<file path="config.mk">
export PLATFORM = sky130hd
export DESIGN_NAME = fifo_write_arbiter
export DESIGN_NICKNAME = d
export VERILOG_FILES = /design/src/rtl/fifo_arb_pkg.sv /design/src/rtl/rr_priority_picker.sv /design/src/rtl/fifo_write_arbiter.sv
export SDC_FILE = /design/constraint.sdc
export NUM_CORES = 1
export LEC_CHECK = 0
export CAP_MARGIN = 20
export CORE_UTILIZATION = 41
export CTS_CLUSTER_SIZE = 12
export DETAILED_ROUTE_END_ITERATION = 6
export PLACE_DENSITY = 0.94
export SETUP_SLACK_MARGIN = 0.4
export SYNTH_ARGS = -nofsm -noshare
export SYNTH_HDL_FRONTEND = slang
export SYNTH_SLANG_ARGS = --single-unit
</file>
<file path="constraint.sdc">
create_clock -name clk_i -period 3 [get_ports clk_i]
set_input_delay 0.3 -clock clk_i [delete_from_list [all_inputs] [get_ports clk_i]]
set_output_delay 0.3 -clock clk_i [all_outputs]
set_load 0.05 [all_outputs]
</file>
<file path="src/rtl/fifo_arb_pkg.sv">
// fifo_arb_pkg: state encoding and width helper shared by the FIFO write arbiter.
package fifo_arb_pkg;
   localparam logic [0:0] ST_IDLE  = 1'b0;
   localparam logic [0:0] ST_GRANT = 1'b1;
   // Ceiling log2, floored at 1 so degenerate parameters still yield a usable vector
   function automatic int clog2(input int v);
      int r;
      r = 1;
      while ((1 << r) < v) r++;
      return r;
   endfunction
endpackage

</file>
<file path="src/rtl/rr_priority_picker.sv">
// rr_priority_picker: first set request scanning ptr+1, ptr+2, ... mod n.
module rr_priority_picker
   import fifo_arb_pkg::*;
#(
   parameter int n = 4,
   localparam int idw = clog2(n)
) (
   input  logic [n-1:0]   req_i,
   input  logic [idw-1:0] ptr_i,
   output logic           found_o,
   output logic [idw-1:0] index_o
);
   // Scan from the far end so the nearest candidate overwrites the rest
   always_comb begin
      found_o = 1'b0;
      index_o = '0;
      for (int k = n; k >= 1; k--) begin
         if (req_i[(int'(ptr_i) + k) % n]) begin
            found_o = 1'b1;
            index_o = idw'((int'(ptr_i) + k) % n);
         end
      end
   end
endmodule

</file>
<file path="src/rtl/fifo_write_arbiter.sv">
// fifo_write_arbiter: round-robin share of one FIFO write port with bounded burst lock.
module fifo_write_arbiter
   import fifo_arb_pkg::*;
#(
   parameter int n = 4,
   parameter int width = 8,
   parameter int max_burst = 16,
   localparam int idw = clog2(n),
   localparam int bw = clog2(max_burst)
) (
   input  logic               clk_i,
   input  logic               rst_i,
   input  logic [n*width-1:0] req_data_i,
   input  logic [n-1:0]       req_valid_i,
   output logic [n-1:0]       req_ready_o,
   output logic [width-1:0]   din_o,
   output logic               din_valid_o,
   input  logic               din_ready_i,
   output logic [idw-1:0]     grant_id_o,
   output logic               grant_active_o
);
   logic [0:0]     state_q, state_d;
   logic [idw-1:0] grant_q, grant_d, rr_q, rr_d, pick_idx, pick_ptr;
   logic [bw-1:0]  cnt_q, cnt_d;
   logic [n-1:0]   pick_req;
   logic           cur_v, xfer, rel, arb, found;
   assign cur_v          = req_valid_i[grant_q];
   assign grant_active_o = state_q == ST_GRANT;
   assign grant_id_o     = grant_q;
   assign din_o          = req_data_i[int'(grant_q)*width +: width];
   assign din_valid_o    = grant_active_o & cur_v;
   assign xfer           = din_valid_o & din_ready_i;
   assign rel            = grant_active_o & (~cur_v | (xfer & (cnt_q == bw'(max_burst - 1))));
   assign arb            = (state_q == ST_IDLE) | rel;
   // On release the outgoing owner is masked out; if nobody else wants the port
   // we drop to IDLE and regrant it from there, costing one bubble cycle.
   assign pick_req = rel ? req_valid_i & ~(n'(1) << grant_q) : req_valid_i;
   assign pick_ptr = rel ? grant_q : rr_q;
   rr_priority_picker #(.n(n)) u_pick (
      .req_i  (pick_req),
      .ptr_i  (pick_ptr),
      .found_o(found),
      .index_o(pick_idx)
   );
   always_comb begin
      state_d = arb ? (found ? ST_GRANT : ST_IDLE) : state_q;
      grant_d = (arb & found) ? pick_idx : grant_q;
      cnt_d   = arb ? '0 : cnt_q + bw'(xfer);
      rr_d    = rel ? grant_q : rr_q;
   end
   always_comb
      for (int i = 0; i < n; i++)
         req_ready_o[i] = grant_active_o & (grant_q == idw'(i)) & din_ready_i;
   always_ff @(posedge clk_i) begin
      if (rst_i) begin
         state_q <= ST_IDLE;
         grant_q <= '0;
         rr_q    <= idw'(n - 1);
         cnt_q   <= '0;
      end else begin
         state_q <= state_d;
         grant_q <= grant_d;
         rr_q    <= rr_d;
         cnt_q   <= cnt_d;
      end
   end
endmodule

</file>
==> results of run 1 <==
[placed cells by master (no fill, tap or decap), types with 2 or more instances in the layout]
cell and count:
o21ai_0 3, nand2b_1 2, nor2_1 10, nand3b_1 2
clkbuf_4 3, buf_4 2, clkdlybuf4s50_1 44, mux2i_1 3
ha_1 2, nand2_1 4, dlymetal6s2s_1 2, dfxtp_1 8
and2_1 4, mux4_2 9, o31ai_1 3, a41oi_1 2
a32oi_1 2, nor2b_1 2, inv_1 3, dlygate4sd2_1 8
[path summary, 6_finish.rpt]
kind	from	endpoint	slack [ps]
worst min register to register	cnt_q[3]	cnt_q[3]	570
worst max-delay path	din_ready_i	req_ready_o[0]	470
worst max register to register	grant_id_o[0]	cnt_q[2]	980
worst min-delay path	cnt_q[3]	cnt_q[3]	570
[critical path: cells and delay by family]
kind                   cells  cell delay, ps
buffers and inverters      2            1440
AND/OR/NAND/NOR            2             480
[cell type report]
cell class | instances | area, um2
clock buffer | 4 | 26.28
fill | 187 | 696.9
inverter | 3 | 11.26
multi-input combinational | 80 | 732.0
sequential | 9 | 181.4
tap | 28 | 35.03
timing repair buffer | 56 | 550.5
[registers in the layout, indices dropped and copies added (netlist names)]
register        cells
grant_id_o          2
grant_active_o      1
cnt_q               4
rr_q                2
[per-layer routing]
metal  up-vias  part of all wire  GRT usage
met5         -                 0          0
met4         0             0.020    0.08333
met3        12              0.11    0.05357
met2        76              0.47     0.4715
met1       508              0.40     0.2998
li1        496                 -          -
[per-stage QoR]
| step | util | setup slack [ps] | hold slack (ps) | cells | total power [W] |
|---|---|---|---|---|---|
| global route | 0.6880 | 403.3 | 591.3 | 180 | 0.0006398 |
| global placement | 0.6779 | 447.2 | 535.3 | 176 | 0.0005272 |
| floorplan | - | 727.2 | 372.4 | 99 | 0.0004094 |
| detailed placement | 0.6779 | 426.5 | 547.6 | 176 | 0.0005330 |
| finish | 0.6880 | 474.2 | 571.2 | 180 | 0.0006077 |
| CTS | 0.6857 | 414.3 | 561.7 | 180 | 0.0006094 |
[cells by family (layout without fill, tap and decap cells)]
| logic type | Yosys count | after routing | synth area share |
|---|---|---|---|
| AND/OR/NAND/NOR | 39 | 39 | 0.2427 |
| AO/OA/AOI/OAI | 24 | 24 | 0.2073 |
| multiplexers | 13 | 13 | 0.2465 |
| buffers and inverters | 10 | 63 | 0.07838 |
| flip-flops | 9 | 9 | 0.1820 |
| adder cells (fa/ha/maj) | 2 | 2 | 0.02528 |
| XOR/XNOR | 2 | 2 | 0.01770 |
[power breakdown]
group	leakage, nW	internal, W	switching (W)
combinational	0.510	0.000164	0.000205
clock	0.0150	0.0000511	0.0000400
sequential	0.0741	0.000129	0.0000183
total	0.599	0.000344	0.000263
[what timing repair did]
item,CTS,global route
hold endpoints to repair,0,0
buffers inserted,0,0
endpoints found under the setup margin,9,2
resized for setup,9,2
==> results.json, run 1 <==
{
  "status": "finished, final reports clean",
  "yosys.area.top_type_share": 0.2048,
  "ir_worst_vdd_mv": 0.3803,
  "first_global_vias": 1073,
  "cp_data_arrival_time_ps": 2230,
  "synth_area_leaders": "mux4_2, dfxtp_1, nor2_1",
  "timing.slew.headroom": 0.6560,
  "rows": 17,
  "max-cap-violations": 0,
  "detail_route.vias_per_cell": 6.067,
  "grt_max_degree": 14,
  "cts_sinks": 9,
  "ios": 55,
  "rsz0062_at_grt": "no",
  "gp_congestion": 0.8585,
  "num_vias": 1092,
  "synth-async-reset-ratio": 0,
  "grt_pass1_wl_mm": 5.078,
  "yosysTopAreaCell": "mux4_2",
  "setup_viol": 0,
  "synthCells": 99,
  "path_class": "in2out",
  "dp_hpwl_mm": 2.498,
  "end_kind": "output pin",
  "die_w_um": 51.13,
  "wl_per_cell_um": 16.97,
  "synth-edff-count": 0,
  "hp-class": "reg2reg",
  "drc": 0,
  "final_area_um2": 1536,
  "cts_tree": "yes",
  "cts-htree-levels": 1,
  "grt_overflow": 0,
  "power_density_nw_per_um2": 395.5,
  "cp-start-kind": "input pin",
  "syn_nets": 140,
  "syn_area_per_cell_um2": 9.997,
  "clk_pin_slew_ps": 60,
  "core_area_um2": 2233,
  "ant_nets": 0,
  "routed_wl_mm": 3.055,
  "fin_setup_tns_ps": 0,
  "drive_gt1_frac": 0.1908,
  "clock_latency_ps": 260,
  "skew_ps": 3.250,
  "crit_required_ps": 2700,
  "reg2regPathDepth": 6,
  "antenna_cells": 0,
  "yosysWarnings": 0,
  "drt_iter0_drc": 25,
  "cts.path.max_buffers": 2,
  "critPathSlowestCell": "clkdlybuf4s50_1",
  "final_nets": 194,
  "timing.final.max_slew_violations": 0,
  "hold_buffers": 0,
  "antenna_found_initial": 0,
  "firstDrtPassIters": 4,
  "fp.dieH_um": 51.13,
  "area_growth_pct": 55.25,
  "period_minus_slack_ps": 2526,
  "cpPeakStageDelay_ps": 800,
  "synth-seq-cells": 9,
  "min_path_cells": 2,
  "path_common_cell": "clkdlybuf4s50_1",
  "fmax_ghz": 0.3959,
  "fin_crit_sh": 0.8419,
  "synth-main-ff-cell": "dfxtp_1",
  "numPortBuffers": 54,
  "dpl_cell_area_um2": 1514,
  "crit_chain": "clkdlybuf4s50_1 > or2b_2 > nor2_1 > clkdlybuf4s50_1",
  "leakage_nw": 0.5995,
  "synth_area_um2": 989.7,
  "synth.most_common_cell": "nor2_1",
  "cp_max_fo": 10,
  "cts_made_buffers": 3,
  "ys_seq_area_frac": 0.1820,
  "tightest_slew_ps": 515.1,
  "yosys-top-cells-count": "nor2_1, dfxtp_1, mux4_2",
  "dieArea_um2": 2614,
  "synthDistinctLibCells": 50,
  "start_util": 0.4431,
  "track_usage": 0.2599,
  "hold_viol_final": 0,
  "cts_root_buf": "clkbuf_4"
}
Note: power is estimated with default switching activity, not from simulation.
==> inputs of run 2 (changes only) <==
CORE_UTILIZATION = 38   (was 41)
PLACE_DENSITY = 0.88   (was 0.94)
clock period = 2.47 ns   (was 3 ns; I/O delays follow)
==> run 2 against run 1 <==
  * First-iteration DRC count fell by 40%
  * Combinational power rose by 38%
  * Highest routed layer unchanged
  * Final area rose by 9.0%
  * Wire length rose by 4.3%
==> results.json, run 2 (synthesized netlist as in run 1, its figures left out) <==
{
  "num_vias": 1098,
  "grt_max_degree": 18,
  "cpPeakStageDelay_ps": 490,
  "end_kind": "output pin",
  "min_path_cells": 5,
  "p_comb_frac": 0.641,
  "power_frac_clock": 0.141,
  "numPortBuffers": 54,
  "p_sw_frac": 0.4266,
  "routed_wl_mm": 3.185,
  "start_util": 0.3995,
  "r2r_setup_slack_ps": 510,
  "grt_pass1_wl_mm": 4.374,
  "gr-usage-met2": 0.3987,
  "largest_reg_flops": 4,
  "hold_viol_final": 0,
  "skew_ps": 5.596,
  "cts-htree-levels": 1,
  "firstDrtPassIters": 4,
  "cp_max_fo": 8,
  "met1_usage": 0.2253,
  "hp-class": "in2reg",
  "rows": 18,
  "max-cap-violations": 0,
  "regArea_um2": 185.2,
  "reg2regPathDepth": 6,
  "die_w_um": 53.04,
  "ir_worst_vdd_mv": 0.3581,
  "antenna_found_initial": 0,
  "ant_nets": 0,
  "cts_sinks": 9,
  "final_common_cell": "clkdlybuf4s50_1",
  "top_usage_layer": "met2",
  "leakage_nw": 0.6807,
  "fin_crit_sh": 0.8071,
  "grt_overflow": 0,
  "path_class": "reg2out",
  "pre_cts_slack_ps": 174.3,
  "multiInputGateArea_um2": 767.0,
  "drt_iter0_drc": 15,
  "period_minus_slack_ps": 1993,
  "layout.cells.most_common_list": "clkdlybuf4s50_1, buf_4, nor2_1, mux4_2, dlygate4sd2_1",
  "gp_congestion": 0.8810,
  "clk_pin_slew_ps": 60,
  "tightest_slew_ps": 495.3,
  "nFillCells": 197,
  "clock_latency_ps": 260,
  "ios": 55,
  "status": "finished, final reports clean",
  "cts_made_buffers": 3,
  "min_from": "req_valid_i[2]",
  "hold_end": "grant_id_o[0]",
  "power_density_nw_per_um2": 473.5,
  "dp_hpwl_mm": 2.318,
  "drc": 0,
  "fin_ws_ps": 476.5,
  "setup_viol": 0,
  "timing.final.max_slew_violations": 0,
  "final_nets": 203,
  "antenna_cells": 0,
  "core_area_um2": 2477,
  "first_global_vias": 992,
  "timing.hold.ws_ps": 545.6,
  "cts_tree": "yes",
  "detail_route.vias_per_cell": 5.749,
  "fin_total_pwr_w": 0.0007927,
  "cp-start-kind": "flop",
  "net-switching-power_w": 0.0003381,
  "wl_per_cell_um": 16.68,
  "p_int_w": 0.0004546,
  "track_usage": 0.2139,
  "crit_required_ps": 2220,
  "max_flop_register": "cnt_q",
  "area_growth_pct": 69.15,
  "timing.rr.start": "grant_id_o[1]",
  "fin_setup_tns_ps": 0,
  "grtUsageMet3": 0.08046,
  "fp.dieH_um": 53.04,
  "cts.path.max_buffers": 2,
  "fmax_ghz": 0.5016,
  "r2r-end": "grant_id_o[1]",
  "critPathSlowestCell": "mux4_2",
  "drive_gt1_frac": 0.2795,
  "timing.slew.headroom": 0.6688,
  "cp_data_arrival_time_ps": 1750,
  "dieArea_um2": 2813,
  "cts_root_buf": "clkbuf_4",
  "rsz0062_at_grt": "no",
  "power_frac_seq": 0.219,
  "crit_chain": "buf_4 > mux4_2 > dlygate4sd2_1"
}
## run 2: cell types whose count changed in the layout (fill, tap and decap cells not counted), sizes merged
cell | before | now
dlymetal6s2s | 2 | 4
clkdlybuf4s50 | 44 | 37
buf | 2 | 16
## run 2: per-stage QoR
| step | area, um2 | cells | util |
|---|---|---|---|
| finish | 1674 | 191 | 0.6758 |
| global route | 1674 | 191 | 0.6758 |
| CTS | 1554 | 183 | 0.6273 |
| detailed placement | 1533 | 178 | 0.6187 |
| global placement | 1533 | 178 | 0.6187 |
| floorplan | 993.5 | 99 | - |
## run 2: repair_timing
action / 4_1_cts / 5_1_grt
hold buffers: 0 / 0
buffers inserted: 1 / 8
pin swaps: 0 / 2
endpoints found under the setup margin: 9 / 2
gates resized for setup: 8 / 16
## run 2: worst max-delay path: cells and delay by family (launching register included)
family	cells	cell delay [ps]
buf+inv	2	590
mux	1	490
flops	1	410
## run 2: routing by layer
metal,wire length (um),vias up
met5,0,-
met4,25,0
met3,416,4
met2,1625,72
met1,1118,509
li1,-,513
## run 2: power by group through the flow
stage                     logic, W  registers (W)  clock network [W]
after global placement    0.000455       0.000187                  0
after CTS                 0.000454       0.000179           0.000117
after detailed placement  0.000463       0.000189                  0
after floorplan           0.000311       0.000188                  0
final                     0.000508       0.000173           0.000112
after global routing      0.000536       0.000175           0.000128
## run 2: final cells by class
type | count | share of cell area
repair buffers | 65 | 0.3864
clock buffers | 4 | 0.01570
flip-flops and latches | 9 | 0.1106
well taps | 30 | 0.02242
inverters | 3 | 0.006726
multi-input cells | 80 | 0.4581
## run 2: worst max path at each step
stage | depth (start not counted) | slack (ps) | to | from
after CTS | 6 | 440 | grant_id_o[1] | grant_id_o[0]
after detailed placement | 6 | 170 | grant_id_o[1] | req_valid_i[1]
after global routing | 6 | 380 | grant_id_o[1] | grant_id_o[0]
final | 3 | 480 | din_o[3] | grant_id_o[0]
after floorplan | 6 | 410 | cnt_q[1] | grant_id_o[1]
after global placement | 6 | 240 | cnt_q[1] | req_valid_i[1]
